==> src/rtl/seq_det_param.sv <==
// Serial pattern detector with runtime-loadable pattern, overlap/non-overlap
// modes, Mealy match pulse, registered copy and saturating match counter.
module seq_det_param #(
    parameter int                PAT_W   = 4,
    parameter logic [PAT_W-1:0]  PATTERN = 4'b1011,
    parameter int                CNT_W   = 8
) (
    input  logic             clock,
    input  logic             reset,
    input  logic             in_valid,
    input  logic             seq_in,
    input  logic             overlap,
    input  logic             pat_load,
    input  logic [PAT_W-1:0] pat_in,
    output logic             out,
    output logic             out_reg,
    output logic [CNT_W-1:0] match_cnt
);

    localparam int HW = PAT_W - 1;
    localparam int FW = (PAT_W > 2) ? $clog2(PAT_W) : 1;
    localparam logic [FW-1:0] FILL_FULL = FW'(PAT_W - 1);

    logic [PAT_W-1:0] pat_q, pat_d;
    logic [HW-1:0]    hist_q, hist_d;
    logic [FW-1:0]    fill_q, fill_d;
    logic [CNT_W-1:0] cnt_q, cnt_d;
    logic             out_reg_q, out_reg_d;

    logic accept;
    logic full;
    logic match;

    assign accept = reset & in_valid & ~pat_load;
    assign full   = (fill_q == FILL_FULL);
    assign match  = accept & full & ({hist_q, seq_in} == pat_q);

    always_comb begin
        pat_d     = pat_q;
        hist_d    = hist_q;
        fill_d    = fill_q;
        cnt_d     = cnt_q;
        out_reg_d = match;

        if (pat_load) begin
            pat_d  = pat_in;
            fill_d = '0;
        end else if (accept) begin
            // Truncating cast keeps the newest PAT_W-1 samples, valid even when PAT_W=2.
            hist_d = HW'({hist_q, seq_in});
            if (match && !overlap) begin
                fill_d = '0;
            end else if (!full) begin
                fill_d = fill_q + FW'(1);
            end
            if (match && (cnt_q != '1)) begin
                cnt_d = cnt_q + CNT_W'(1);
            end
        end
    end

    always_ff @(posedge clock) begin
        if (!reset) begin
            pat_q     <= PATTERN;
            hist_q    <= '0;
            fill_q    <= '0;
            cnt_q     <= '0;
            out_reg_q <= 1'b0;
        end else begin
            pat_q     <= pat_d;
            hist_q    <= hist_d;
            fill_q    <= fill_d;
            cnt_q     <= cnt_d;
            out_reg_q <= out_reg_d;
        end
    end

    assign out       = match;
    assign out_reg   = out_reg_q;
    assign match_cnt = cnt_q;

endmodule

==> config.mk <==
export PLATFORM = sky130hd
export DESIGN_NAME = seq_det_param
export DESIGN_NICKNAME = d
export VERILOG_FILES = /design/src/rtl/seq_det_param.sv
export SDC_FILE = /design/constraint.sdc
export NUM_CORES = 1
export LEC_CHECK = 0
export CORE_ASPECT_RATIO = 0.5
export CORE_MARGIN = 2
export CORE_UTILIZATION = 30
export CTS_CLUSTER_SIZE = 8
export DETAILED_ROUTE_END_ITERATION = 10
export PLACE_DENSITY = 0.51
export SYNTH_ARGS = -nofsm -noshare
export SYNTH_HDL_FRONTEND = slang
export SYNTH_SLANG_ARGS = --single-unit
==> constraint.sdc <==
create_clock -name clock -period 2.15 [get_ports clock]
set_input_delay 0.3225 -clock clock [delete_from_list [all_inputs] [get_ports clock]]
set_output_delay 0.3225 -clock clock [all_outputs]
set_load 0.02 [all_outputs]
==> summary.md, run 1 <==
| Metric | Value |
|---|---|
| Clock latency on the worst-skew pair | 0.26 ns |
| Sw Share | 0.214 |
| N_diodes | 0 |
| DR vias/cell | 4.93 |
| Post-route minimum period | 2.10 ns |
| Initial antenna violation count | 0 |
| Final hold violations | 0 |
| Max FO, Critical Path | 16 |
| First-pass iteration count of the detailed router | 4 |
| Slew Limit Fails | 0 |
| Ratio of cells with drive above 1 in the final layout | 0.190 |
| Clock power frac | 0.409 |
| Endpoint class of the critical path | register |
| DRT iter0 DRCs | 30 |
| Multi-input gate area | 454 um2 |
| Layout fillers | 291 |
| CP peak stage delay | 0.50 ns |
| Number of global-route vias before repair | 689 |
| Initial Utilization | 0.327 |
| CP Launch Type | primary input |
| Leak | 0.466 nW |
| Total gr overflow | 0 |
| Slew HR | 0.748 |
| Post-synthesis async set-or-reset flop share | 0 |
| Clock root buffer | clkbuf_8 |
| Cell Count, Final, Fillers Out | 163 |
| Antenna-violating nets left | 0 |
| Switching power | 0.000146 W |
| Min-Delay Path Depth | 3 |
| Post-DP HPWL | 1440 um |
| Clock sink count | 18 |
| CP Data Required Time | 2.34 ns |
| Syn Nets | 111 |
| Worst-Margin Slew | 0.377 ns |
| Sequential area share after synthesis | 0.408 |
| Layout Area Growth over Synthesis | 37.7% |
| CTS tree | built |
| Total core area | 2700 um2 |
| Nets | 139 |
| I/O Buffers | 19 |
| # placed instances | 158 |
| Reg2reg path depth | 6 |
| Combinational power share | 0.084 |
| Largest register FFs | 8 |
| Max Cap Viol | 0 |
| Main area contributors after synthesis | dfxtp_1 (41%), a21oi_1 (4.5%), nand2_1 (4.2%), o31ai_1 (4.2%), or4_1 (4.2%) |
| CTS H-tree lvls | 1 |
| First-pass GRT wire length | 3290 um |
| DP Worst Slack | -0.333 ns |
| Sequential share of power | 0.507 |
| DR WL/cell | 12.5 um |
| Final Setup Violations | 0 |
| Cell taking the most area after synthesis | dfxtp_1 |
| Inserted Clock Buffers | 3 |
| CP Cell Sequence | clkdlybuf4s50_1 -> and3b_2 -> nand2_2 -> or3_4 -> buf_6 -> or4_1 -> a21oi_1 |
| Clock skew | 0.00488 ns |
| Vias | 804 |
| Cell Int Power | 0.000537 W |
| Pin count of the biggest net entering global routing | 17 |
| WL final | 2030 um |
| Ys Warns | 0 |
| Pwr dens | 561 nW/um2 |
| Status | finished clean |
| Post-synth EDFFs | 0 |
| # rows | 13 |
| Ys flop type | dfxtp_1 |
| Fmax | 0.477 GHz |
| Worst Path Arrival | 2.29 ns |
| Slowest cell on the critical path | clkdlybuf4s50_1 |
| Cell Area, Synth | 883 um2 |
| Post-synth top area share | 0.408 |
| DRC violations left | 0 |
| Library cells used by synthesis | 33 |
| Flops & latches, synth | 18 |
| Max Buffers Root-to-Sink | 2 |
| RePlAce Congestion | 0.746 |
| Final core utilization | 0.450 |
| Unrepaired setup endpoints after global routing | true |
| Peak supply drop | 0.289 mV |
| Die Y | 42.4 um |
| Syn Area/Cell | 8.92 um2 |
| Critical path class | primary input to register |
| Final worst path period share | 0.976 |
| Worst Slack Setup Final | 0.0523 ns |
| Hold crit path type | primary input to register |
| Sum of negative setup slack | 0 ns |
| Worst-path clk slew | 0.07 ns |
| Die width | 80.7 um |
| Cell count after synthesis | 99 |
| IO Pins | 20 |
| Gr usage total | 0.128 |
| Flip-flop and latch area | 360 um2 |
| Full die area | 3420 um2 |
cells in the final DEF (no fill, tap or decap), types with 2 or more instances in the layout:
cell              n
a21oi_1           8
buf_4            10
nand3_1           4
nand2_1          10
o31ai_1           5
o21ai_0           4
o41ai_1           3
ha_1              2
clkbuf_8          4
dfxtp_1          18
or4_1             5
mux2i_1           3
clkdlybuf4s50_1  17
nor2_1            2
nand2b_1          3
inv_1             7
nand3b_1          2
cells by family (layout without fill, tap and decap cells):
family          after synthesis  count (layout)  share of synthesized area
flops                        18              18                      0.408
compound gates               27              27                      0.208
simple gates                 34              34                      0.225
buf+inv                      14              41                     0.0864
fa+ha+maj                     2               2                     0.0283
xor+xnor                      1               1                    0.00992
mux                           3               3                     0.0340
path summary, 6_finish.rpt:
kind | start | endpoint | slack, ns
setup / recovery | reset | match_cnt[4] | 0.05
hold / removal | seq_in | hist_q[0] | 0.37
setup reg to reg | fill_q[0] | match_cnt[4] | 0.18
hold reg to reg | match_cnt[6] | match_cnt[6] | 0.49
worst max-delay path, delay by kind of cell:
family | cells | cell delay [ns]
simple gates | 4 | 1.16
buf+inv | 2 | 0.66
compound gates | 1 | 0.15
synthesized netlist by cell type, drive strengths merged (2+ instances only):
cell and count:
nand2b 3, clkbuf 3, o41ai 3, inv 7, or3 2, o31ai 5, nand3b 2, nand2 11
ha 2, nand3 4, nor2 2, a21oi 8, dfxtp 18, o21ai 4, mux2i 3, buf 4
or4 5
stage by stage:
stage	total power [W]	area, um2	hold WS (ns)
floorplan	0.000381	883	0.431
detailed placement	0.000409	1140	0.485
CTS	0.000692	1200	0.499
global placement	0.000409	1140	0.476
global route	0.000715	1220	0.378
finish	0.000683	1220	0.370
metal layers:
layer	part of all wire	GRT usage	vias up
li1	-	-	416
met1	0.50	0.174	366
met2	0.44	0.183	18
met3	0.045	0.0453	4
met4	0.014	0.0508	0
met5	0	0	-
power groups by stage:
stage,clock [W],combinational (W),sequential (W)
finish,0.000279,0.0000572,0.000346
global route,0.000305,0.0000622,0.000347
CTS,0.000291,0.0000559,0.000346
detailed placement,0,0.0000555,0.000353
global placement,0,0.0000554,0.000353
floorplan,0,0.0000292,0.000352
timing repair:
action / CTS / global route
setup endpoints to repair: 1 / 6
buffers inserted: 0 / 1
hold buffers: 0 / 0
resized for setup: 3 / 5
pin swaps: 0 / 1
hold endpoints to repair: 0 / 0
final cells by class:
class | count | area share
Sequential cell | 18 | 0.296
Clock buffer | 4 | 0.0453
Tap cell | 37 | 0.0381
Multi-Input combinational cell | 67 | 0.373
Timing Repair Buffer | 30 | 0.225
Inverter | 7 | 0.0216
Note: power is estimated with default switching activity, not from simulation.
==> run 2, diff against run 1 <==
==> config.mk (replaced) <==
export PLATFORM = sky130hd
export DESIGN_NAME = seq_det_param
export DESIGN_NICKNAME = d
export VERILOG_FILES = /design/src/rtl/seq_det_param.sv
export SDC_FILE = /design/constraint.sdc
export NUM_CORES = 1
export LEC_CHECK = 0
export CORE_MARGIN = 2
export CORE_UTILIZATION = 48
export CTS_CLUSTER_SIZE = 8
export DETAILED_ROUTE_END_ITERATION = 10
export PLACE_DENSITY = 0.76
export SYNTH_ARGS = -nofsm -noshare
export SYNTH_HDL_FRONTEND = slang
export SYNTH_SLANG_ARGS = --single-unit
==> run 2 against run 1 <==
  * First-iteration DRC count shrank 40%
  * Highest routed layer unchanged
  * Core utilization grew 21 points
  * Non-clock buffer count shrank 6
  * Critical path depth is the same
==> summary.md, run 2 (synthesis gave the netlist of run 1 again) <==
| Metric | Value |
|---|---|
| CP Launch Type | primary input |
| Status | finished clean |
| N_diodes | 0 (unchanged) |
| Flip-flop and latch area | 360 um2 (unchanged) |
| DRT iter0 DRCs | 18 (-40%) |
| Reg-to-Reg Start | fill_q[0] |
| WL final | 1730 um (-15%) |
| Vias | 800 (-0.50%) |
| # placed instances | 141 (-11%) |
| Final core utilization | 0.658 (+0.208) |
| Total gr overflow | 0 (unchanged) |
| Max Cap Viol | 0 (unchanged) |
| Worst Path Arrival | 2.29 ns (about the same) |
| Max FO, Critical Path | 16 (unchanged) |
| Leak | 0.421 nW (-9.6%) |
| IO Pins | 20 (unchanged) |
| Final worst path period share | 0.957 (-0.0188) |
| Critical path class | primary input to register |
| Clock root buffer | clkbuf_4 |
| Max Buffers Root-to-Sink | 2 (unchanged) |
| CP Data Required Time | 2.38 ns (+0.04 ns) |
| WP buf/inv | 2 (unchanged) |
| RePlAce Congestion | 0.831 (+11%) |
| Number of global-route vias before repair | 670 (-2.8%) |
| Min-delay src | hist_q[0] |
| Inserted Clock Buffers | 3 (unchanged) |
| Worst min-delay path endpoint | hist_q[1] |
| I/O Buffers | 19 (unchanged) |
| Reg-to-Reg End | match_cnt[5] |
| Layout fillers | 164 (-44%) |
| Post-CTS Setup Bufs | 0 (unchanged) |
| Worst-Margin Slew | 0.621 ns (+0.244 ns) |
| Cell Int Power | 0.000474 W (-12%) |
| DR vias/cell | 5.52 (+12%) |
| Antenna-violating nets left | 0 (unchanged) |
| Post-DP HPWL | 1310 um (-8.8%) |
| Combinational power share | 0.087 (+0.003) |
| CTS H-tree lvls | 1 (unchanged) |
| Post-route minimum period | 2.06 ns (-0.0405 ns) |
| DR WL/cell | 11.9 um (-4.6%) |
| Multi-input gate area | 455 um2 (+0.28%) |
| Final hold violations | 0 (unchanged) |
| Nets | 133 (-4.3%) |
| Most frequent cells in the layout | dfxtp_1 (18), clkdlybuf4s50_1 (18), nand2_1 (10), inv_1 (7), a21oi_1 (7) |
| Ratio of cells with drive above 1 in the final layout | 0.158 (-0.0321) |
| Reg2Reg Setup Slack | 0.22 ns (+0.04 ns) |
| Layout Area Growth over Synthesis | 28.6% |
| DRC violations left | 0 (unchanged) |
| Sum of negative setup slack | 0 ns (unchanged) |
| Clock power frac | 0.342 (-0.067) |
| Initial Utilization | 0.512 (+0.184) |
| Total core area | 1730 um2 (-36%) |
| Die Y | 46.9 um (+11%) |
| Pin count of the biggest net entering global routing | 17 (unchanged) |
| First-pass iteration count of the detailed router | 4 (unchanged) |
| Final Setup Violations | 0 (unchanged) |
| CTS tree | built |
| Slowest cell on the critical path | or4_4 |
| Unrepaired setup endpoints after global routing | false |
| Slew HR | 0.584 (-0.164) |
| Peak supply drop | 0.458 mV (+58%) |
| Endpoint class of the critical path | register |
| Full die area | 2200 um2 (-36%) |
| First-pass GRT wire length | 2940 um (-11%) |
| Pwr dens | 532 nW/um2 (-5.2%) |
| # rows | 15 (+2) |
| CP peak stage delay | 0.51 ns (about the same) |
| Worst-path clk slew | 0.10 ns (+0.03 ns) |
| Min-Delay Path Depth | 2 (-1) |
| Initial antenna violation count | 0 (unchanged) |
| Reg2reg path depth | 6 (unchanged) |
| Cell Count, Final, Fillers Out | 145 (-11%) |
| Fmax | 0.486 GHz (+2.0%) |
| CP top delay family | simple AND/OR/NAND/NOR gates |
| Switching power | 0.000130 W (-11%) |
| Sw Share | 0.215 (+0.00154) |
| Largest register FFs | 8 (unchanged) |
| Clock sink count | 18 (unchanged) |
| Die width | 46.9 um (-42%) |
| Slew Limit Fails | 0 (unchanged) |
| Sequential share of power | 0.572 (+0.065) |
| Clock skew | 0.00506 ns (+0.000182 ns) |
| CP Cell Sequence | clkdlybuf4s50_1 -> and3b_2 -> nand2_2 -> or3_4 -> buf_6 -> or4_4 -> a21oi_2 |
| Hold crit path type | register to register |
| Gr usage total | 0.189 (+0.0615) |
| Clock latency on the worst-skew pair | 0.29 ns (+0.03 ns) |
-- run 2: what timing repair did --
item | in CTS | in global routing
hold buffers | 0 | 0
gates resized for setup | 3 | 5
endpoints found under the setup margin | 1 | 3
endpoints found under the hold margin | 0 | 0
-- run 2: how the worst max path moves through the flow --
stage                     startpoint      endpoint  slack [ns]  cells past startpoint
after floorplan             pat_load  match_cnt[3]        0.15                      8
after global placement      pat_load           out       -0.29                      6
after detailed placement    in_valid           out       -0.31                      6
after CTS                   in_valid           out        0.02                      6
after global routing        in_valid  match_cnt[3]        0.03                      7
final                       in_valid  match_cnt[5]        0.09                      7
-- run 2: power groups by stage --
stage	registers (W)	logic (W)	clock network, W
after CTS	0.000346	0.0000526	0.000213
after detailed placement	0.000353	0.0000524	0
after global routing	0.000347	0.0000583	0.000235
after global placement	0.000353	0.0000510	0
after floorplan	0.000352	0.0000292	0
final	0.000346	0.0000523	0.000207
-- run 2: cell type report --
cell class | instances | area share
multi-input cells | 67 | 0.401
flip-flops and latches | 18 | 0.317
repair buffers | 24 | 0.199
clock buffers | 4 | 0.0319
well taps | 25 | 0.0275
inverters | 7 | 0.0231
-- run 2: per-layer routing --
| layer | vias up | global-route usage | wire [um] |
|---|---|---|---|
| met2 | 24 | 0.301 | 846 |
| met1 | 362 | 0.244 | 768 |
| met4 | 0 | 0.0833 | 34 |
| met3 | 4 | 0.0462 | 76 |
| li1 | 410 | - | - |
| met5 | - | 0 | 0 |
-- run 2: through the flow --
stage | hold slack [ns] | total power, W | instance area [um2] | worst slack (ns)
floorplan | 0.431 | 0.000381 | 883 | 0.150
global placement | 0.473 | 0.000404 | 1090 | -0.292
detailed placement | 0.484 | 0.000406 | 1090 | -0.314
CTS | 0.499 | 0.000611 | 1130 | 0.0243
global route | 0.529 | 0.000640 | 1140 | 0.0347
finish | 0.496 | 0.000605 | 1140 | 0.0928
-- run 2: worst min-delay path, cell delays in order, from the launching register on --
cell,delay [ns]
dfxtp_1,0.34
nand2_1,0.05
o21ai_0,0.06
